$ cat src/rtl/ahb_lite_decoder.sv
// AHB-Lite address decoder and slave-response multiplexer with a built-in
// default slave (two-cycle ERROR on unmapped active transfers) and error counter.
module ahb_lite_decoder #(
  parameter int unsigned          NSLV = 4,
  parameter logic [NSLV*4-1:0]    BASE = (NSLV*4)'(32'h0000_8420)
) (
  input  logic                   HCLK,
  input  logic                   HRESETn,
  input  logic [31:0]            HADDR,
  input  logic [1:0]             HTRANS,
  output logic [NSLV-1:0]        HSEL,
  input  logic [NSLV*32-1:0]     S_HRDATA,
  input  logic [NSLV-1:0]        S_HREADYOUT,
  input  logic [NSLV-1:0]        S_HRESP,
  output logic                   HREADY,
  output logic                   HRESP,
  output logic [31:0]            HRDATA,
  output logic [7:0]             ERRCNT
);

  localparam int unsigned CNT_W = 8;

  localparam logic [1:0] DS_OK   = 2'd0;
  localparam logic [1:0] DS_ERR1 = 2'd1;
  localparam logic [1:0] DS_ERR2 = 2'd2;

  logic [NSLV-1:0]  hsel_dec_c;
  logic             hit_c;
  logic [NSLV-1:0]  dsel_q;
  logic             dsel_def_q;
  logic [1:0]       ds_state_q;
  logic [1:0]       ds_next_c;
  logic             ds_ready_c;
  logic             ds_resp_c;
  logic             err_start_c;
  logic [CNT_W-1:0] errcnt_q;
  logic             unused_ok;

  assign unused_ok = ^{HADDR[27:0], HTRANS[0]};

  // Address decode; lowest index wins on overlapping region codes.
  always_comb begin
    hsel_dec_c = '0;
    hit_c      = 1'b0;
    for (int i = 0; i < int'(NSLV); i++) begin
      if (!hit_c && (HADDR[31:28] == BASE[4*i +: 4])) begin
        hsel_dec_c[i] = 1'b1;
        hit_c         = 1'b1;
      end
    end
  end

  assign HSEL = hsel_dec_c;

  // Data-phase select advances only when the bus is ready.
  always_ff @(posedge HCLK or negedge HRESETn) begin
    if (!HRESETn) begin
      dsel_q     <= '0;
      dsel_def_q <= 1'b1;
    end else if (HREADY) begin
      dsel_q     <= hsel_dec_c;
      dsel_def_q <= !hit_c;
    end
  end

  assign err_start_c = HREADY && !hit_c && HTRANS[1];

  always_ff @(posedge HCLK or negedge HRESETn) begin
    if (!HRESETn) ds_state_q <= DS_OK;
    else          ds_state_q <= ds_next_c;
  end

  // Default-slave next state and response.
  always_comb begin
    ds_next_c  = DS_OK;
    ds_ready_c = 1'b1;
    ds_resp_c  = 1'b0;
    case (ds_state_q)
      DS_ERR1: begin
        ds_ready_c = 1'b0;
        ds_resp_c  = 1'b1;
        ds_next_c  = DS_ERR2;
      end
      DS_ERR2: begin
        ds_resp_c  = 1'b1;
        ds_next_c  = err_start_c ? DS_ERR1 : DS_OK;
      end
      default: begin
        ds_next_c  = err_start_c ? DS_ERR1 : DS_OK;
      end
    endcase
  end

  // Saturating count of ERR1 entries.
  always_ff @(posedge HCLK or negedge HRESETn) begin
    if (!HRESETn) begin
      errcnt_q <= '0;
    end else if ((ds_next_c == DS_ERR1) && (errcnt_q != {CNT_W{1'b1}})) begin
      errcnt_q <= errcnt_q + CNT_W'(1);
    end
  end

  assign ERRCNT = errcnt_q;

  // Response mux; dsel is one-hot or default, so OR-reduction is exact.
  always_comb begin
    HRDATA = '0;
    HREADY = 1'b0;
    HRESP  = 1'b0;
    for (int i = 0; i < int'(NSLV); i++) begin
      if (dsel_q[i]) begin
        HRDATA = HRDATA | S_HRDATA[32*i +: 32];
        HREADY = HREADY | S_HREADYOUT[i];
        HRESP  = HRESP  | S_HRESP[i];
      end
    end
    if (dsel_def_q) begin
      HREADY = ds_ready_c;
      HRESP  = ds_resp_c;
    end
  end

endmodule

$ cat config.mk
export PLATFORM = sky130hd
export DESIGN_NAME = ahb_lite_decoder
export DESIGN_NICKNAME = d
export VERILOG_FILES = /design/src/rtl/ahb_lite_decoder.sv
export SDC_FILE = /design/constraint.sdc
export NUM_CORES = 1
export LEC_CHECK = 0
export CAP_MARGIN = 20
export CORE_AREA = 2 2 85 87
export DETAILED_ROUTE_END_ITERATION = 8
export DIE_AREA = 0 0 87 89
export PLACE_DENSITY_LB_ADDON = 0.05
export SLEW_MARGIN = 40
export SYNTH_ARGS = -nofsm -noshare
export SYNTH_HDL_FRONTEND = slang
export SYNTH_SLANG_ARGS = --single-unit
$ cat constraint.sdc
create_clock -name HCLK -period 2.34 [get_ports HCLK]
set_clock_uncertainty 0.15 [all_clocks]
set_input_delay 0.585 -clock HCLK [delete_from_list [all_inputs] [get_ports HCLK]]
set_output_delay 0.585 -clock HCLK [all_outputs]
set_load 0.01 [all_outputs]
== Word-level counts from Yosys, hierarchy flattened ==
Cells that the tools add are included.
Word-level totals
  register bits after elaboration: 15
  output and inout bits: 46
  word-level logic and storage cells: 58
Operators by class
  add/subtract/negate cells: 1
  reduce and logical (&&, ||, !) cells: 12
  eq/ne operators: 7
  mux-type cells: 25
  bitwise operators: 9
Operators with widths (count)
  32-bit two-way mux: 4
  32-bit OR: 3
  1-bit two-way mux: 20
  8-bit by 1-bit adder with 8-bit output, second input constant: 1
  8-bit inequality test, second input constant: 1
  1-bit logical AND: 6
  1-bit OR: 6
  2-bit by 1-bit equality test with 1-bit output, second input constant: 2
  4-bit by 2-bit equality test with 1-bit output, second input constant: 1
  4-bit by 3-bit equality test with 1-bit output, second input constant: 1
  4-bit equality test, second input constant: 1
  1-bit logical NOT: 4
  4-bit logical NOT: 1
  2-bit equality test, second input constant: 1
  2-bit two-way mux: 1
  2-bit OR reduction: 1

== Depth between registers and ports, before layout ==
Gate-level depths: netlist (run 1).
  depth in word-level cells: 18
  depth in mapped cells: 6
  depth with buffers taken out: 6

== Worst setup path before layout (run 1) ==
OpenSTA, ideal clock, no wires.
  path kind: input port to output port
  start point: input port S_HREADYOUT[0]
  end point: output port HREADY
  path buffers: 1
  path slack: 0.380 ns
  cell stages on the path: 4
  arrival: 1.225 ns
  cell sequence: a222oi_1 and2_1 buf_6 a21oi_4
Between the ends
  cells in the longest elaborated chain, start to end: 8
RTL lines
  start: declaration: line 13  | input logic [NSLV-1:0] S_HREADYOUT,
  1-bit two-way mux (*): line 111  | if (dsel_q[i]) begin
  1-bit OR: line 113  | HREADY = HREADY | S_HREADYOUT[i];
  1-bit two-way mux (*): line 111
  1-bit OR: line 113
  1-bit two-way mux (*): line 111
  1-bit OR: line 113
  1-bit two-way mux (*): line 111
  1-bit two-way mux (*): line 117  | if (dsel_def_q) begin
  end: declaration: line 15  | output logic HREADY,
Mark *: on every way between the ends. The rest lies on a longest branch, timed or not.

== Final worst setup path (run 1) ==
  start point: input port S_HRDATA[19]
  end point: output port HRDATA[19]
Between the ends
  cells in the longest elaborated chain, start to end: 7
RTL lines
  start: declaration: line 12  | input logic [NSLV*32-1:0] S_HRDATA,
  32-bit two-way mux (*): line 111
  32-bit OR: line 112  | HRDATA = HRDATA | S_HRDATA[32*i +: 32];
  32-bit two-way mux (*): line 111
  32-bit OR: line 112
  32-bit two-way mux (*): line 111
  32-bit OR: line 112
  32-bit two-way mux (*): line 111
  end: declaration: line 17  | output logic [31:0] HRDATA,
Marked as above.

==> results of run 1 <==
[sequential cells by signal (all words and copies together), names as in the netlist]
| name | flops |
|---|---|
| dsel_def_q | 1 |
| ds_state_q | 2 |
| ERRCNT | 8 |
| dsel_q | 4 |
[worst max-delay path, stage by stage]
cell and delay (ns):
clkdlybuf4s50_1 0.40, a22oi_1 0.21, nand2_1 0.07, dlygate4sd2_1 0.29
[routing by layer]
metal  wire length (um)  vias up
met4                131        0
met5                  0        -
met2               3950      112
li1                   -     1095
met3                720       10
met1               2740     1018
[cell usage after synthesis, types with 2 or more instances]
library cell,count,share of area
a21oi_1,2,0.0067
a22o_1,2,0.012
a22oi_1,64,0.32
buf_6,3,0.023
clkbuf_1,12,0.030
dfrtp_1,14,0.24
ha_1,2,0.017
mux2_1,2,0.015
mux2_4,5,0.050
nand2_1,35,0.088
nand3_1,2,0.0067
nor2_1,3,0.0076
nor3_1,2,0.0067
nor4_1,4,0.017
nor4b_1,5,0.029
xor2_1,5,0.029
[worst max-delay path by stage]
stage	end	startpoint	slack, ns
final	HRDATA[19]	S_HRDATA[19]	0.04
after global placement	HSEL[2]	HADDR[28]	-0.56
after detailed placement	HSEL[2]	HADDR[28]	-0.53
after CTS	HSEL[2]	HADDR[29]	0.02
after floorplan	HREADY	S_HREADYOUT[0]	0.38
after global routing	HRDATA[26]	S_HRDATA[90]	0.0009
[metrics by stage]
stage | std cells | cell area, um^2 | hold WS [ns]
CTS | 456 | 3590 | 0.366
floorplan | 178 | 1490 | 0.139
global placement | 450 | 3560 | 0.359
detailed placement | 450 | 3560 | 0.359
finish | 457 | 3640 | 0.361
global route | 456 | 3640 | 0.402
[report_power, final]
group,switching (mW),leakage [nW],internal (mW)
Sequential,0,0.206,0.259
Clock,0.0926,0.0228,0.121
Combinational,0.0561,1.44,0.218
Total,0.149,1.67,0.598
[final cells by class]
class	instances	area, um^2	share of cell area
Multi-Input combinational cell	145	1080	0.298
Tap cell	80	100	0.0275
Timing Repair Buffer	211	2030	0.557
Sequential cell	15	377	0.103
Antenna cell	1	2.50	0.000688
Clock buffer	4	45.0	0.0124
Inverter	1	3.75	0.00103
[cell families after synthesis]
family	after synthesis	share of synthesized area
XOR/XNOR	5	0.0294
AND/OR/NAND/NOR	58	0.189
adder cells (fa/ha/maj)	3	0.0235
multiplexers	7	0.0656
buffers and inverters	18	0.0639
AO/OA/AOI/OAI	72	0.375
flip-flops	15	0.253
[what timing repair did]
action | in CTS | in global routing
hold buffers | 0 | 0
gates cloned | 0 | 0
endpoints found under the hold margin | 0 | 0
setup endpoints to repair | 38 | 14
gates resized for setup | 60 | 15
pin swaps | 3 | 4
buffers inserted | 2 | 0
==> results.tsv, run 1 <==
metric	value	unit
FF-to-FF setup slack	0.34	ns
Final TNS setup	0	ns
DRT iter0 DRCs	58	
fillers	659	
largest net degree at the start of global routing	28	
register area share after synthesis	0.253	
row cnt	30	
Max Slew Vio Count	0	
hpwl dp	6150	um
GR peak layer	met2	
final setup vio count	0	
Cells after Synth	178	
die area	7740	um^2
Via Count	2235	
worst setup margin	0.0426	ns
pre-CTS worst setup slack	-0.532	ns
# DRC	0	
r2r worst-path depth	6	
WP data arrival	1.56	ns
worst-path fanout max	1	
Final Critical Period	2.30	ns
Nets	551	
GR Util met2	0.314	
fin crit share	0.982	
CP Capture Type	output pin	
Placer Congestion	0.830	
initial antenna violation count	0	
DRT Wirelength	7550	um
most frequent cells in the layout	clkdlybuf4s50_1 (143), a22oi_1 (57), nand2_1 (35), dlygate4sd2_1 (35), buf_4 (21)	
Slew HR	0.720	
Top FF cell, synth	dfrtp_1	
CTS sink count	15	
Reg-to-Reg End	ERRCNT[3]	
async set-reset flop share out of synthesis	1.00	
critical path class	in -> out	
Final Hold Violating Endpoints	0	
GR Util met3	0.0628	
Clock Tree Buf Depth	2	
core area	6720	um^2
Mapped Area	1490	um^2
Syn. warnings	0	
die height	89	um
clock-pin slew on the worst setup and hold paths	0.06	ns
fin util	0.542	
met1 Usage GRT	0.193	
Mapped Avg Cell Area	8.36	um^2
CTS tree	built	
Initial DRT Pass Iterations	4	
hold wc startpoint	ERRCNT[0]	
top-level I/O count	218	
layout cells sized above 1	0.138	
WL per Instance	16.5	um
Least-Margin Pin Slew	0.414	ns
Overflow after GRT	0	
CTS Buf Count	3	
Synth-to-Final Area Change	145	%
Required @ worst endpoint	1.60	ns
clock root cell	clkbuf_8	
RSZ-0062 raised after global routing	no	
die width	87	um
total power	0.746	mW
Hold Path Stages	1	
Hold Path End	ERRCNT[0]	
Worst Hold Class	reg -> reg	
flop and latch count out of synthesis	15	
syn_nets	352	
GRT Overall Usage	0.175	
crit start category	primary input	
first-pass GRT wire length	10700	um
synth unique cells	32	
commonest non-fill, non-tap cell in the layout	clkdlybuf4s50_1	
r2r startpoint	ds_state_q[0]	
Starting Density	0.221	
Vias/cell	4.89	
EDFF count, synth	0	
Peak VDD IR	0.117	mV
antenna-violating nets left	0	
vias in the first global route	2255	
Max-cap violations	0	
Fmax	0.435	GHz
Port Buffers	188	
PD cells	205	nW/um^2
status	complete, no violations	
Lkg Pwr	1.67	nW
H-tree Lvls	1	
worst-skew pair later-pin latency	0.25	ns
Note: power is estimated with default switching activity, not from simulation.
==> run 2: changes to the inputs <==
--- a/config.mk
+++ b/config.mk
@@ -5,7 +5,6 @@
 export SDC_FILE = /design/constraint.sdc
 export NUM_CORES = 1
 export LEC_CHECK = 0
-export CAP_MARGIN = 20
 export CORE_AREA = 2 2 85 87
 export DETAILED_ROUTE_END_ITERATION = 8
 export DIE_AREA = 0 0 87 89
==> results of run 2 <==
No change in the layout: final DEF, timing and power equal those of run 1.
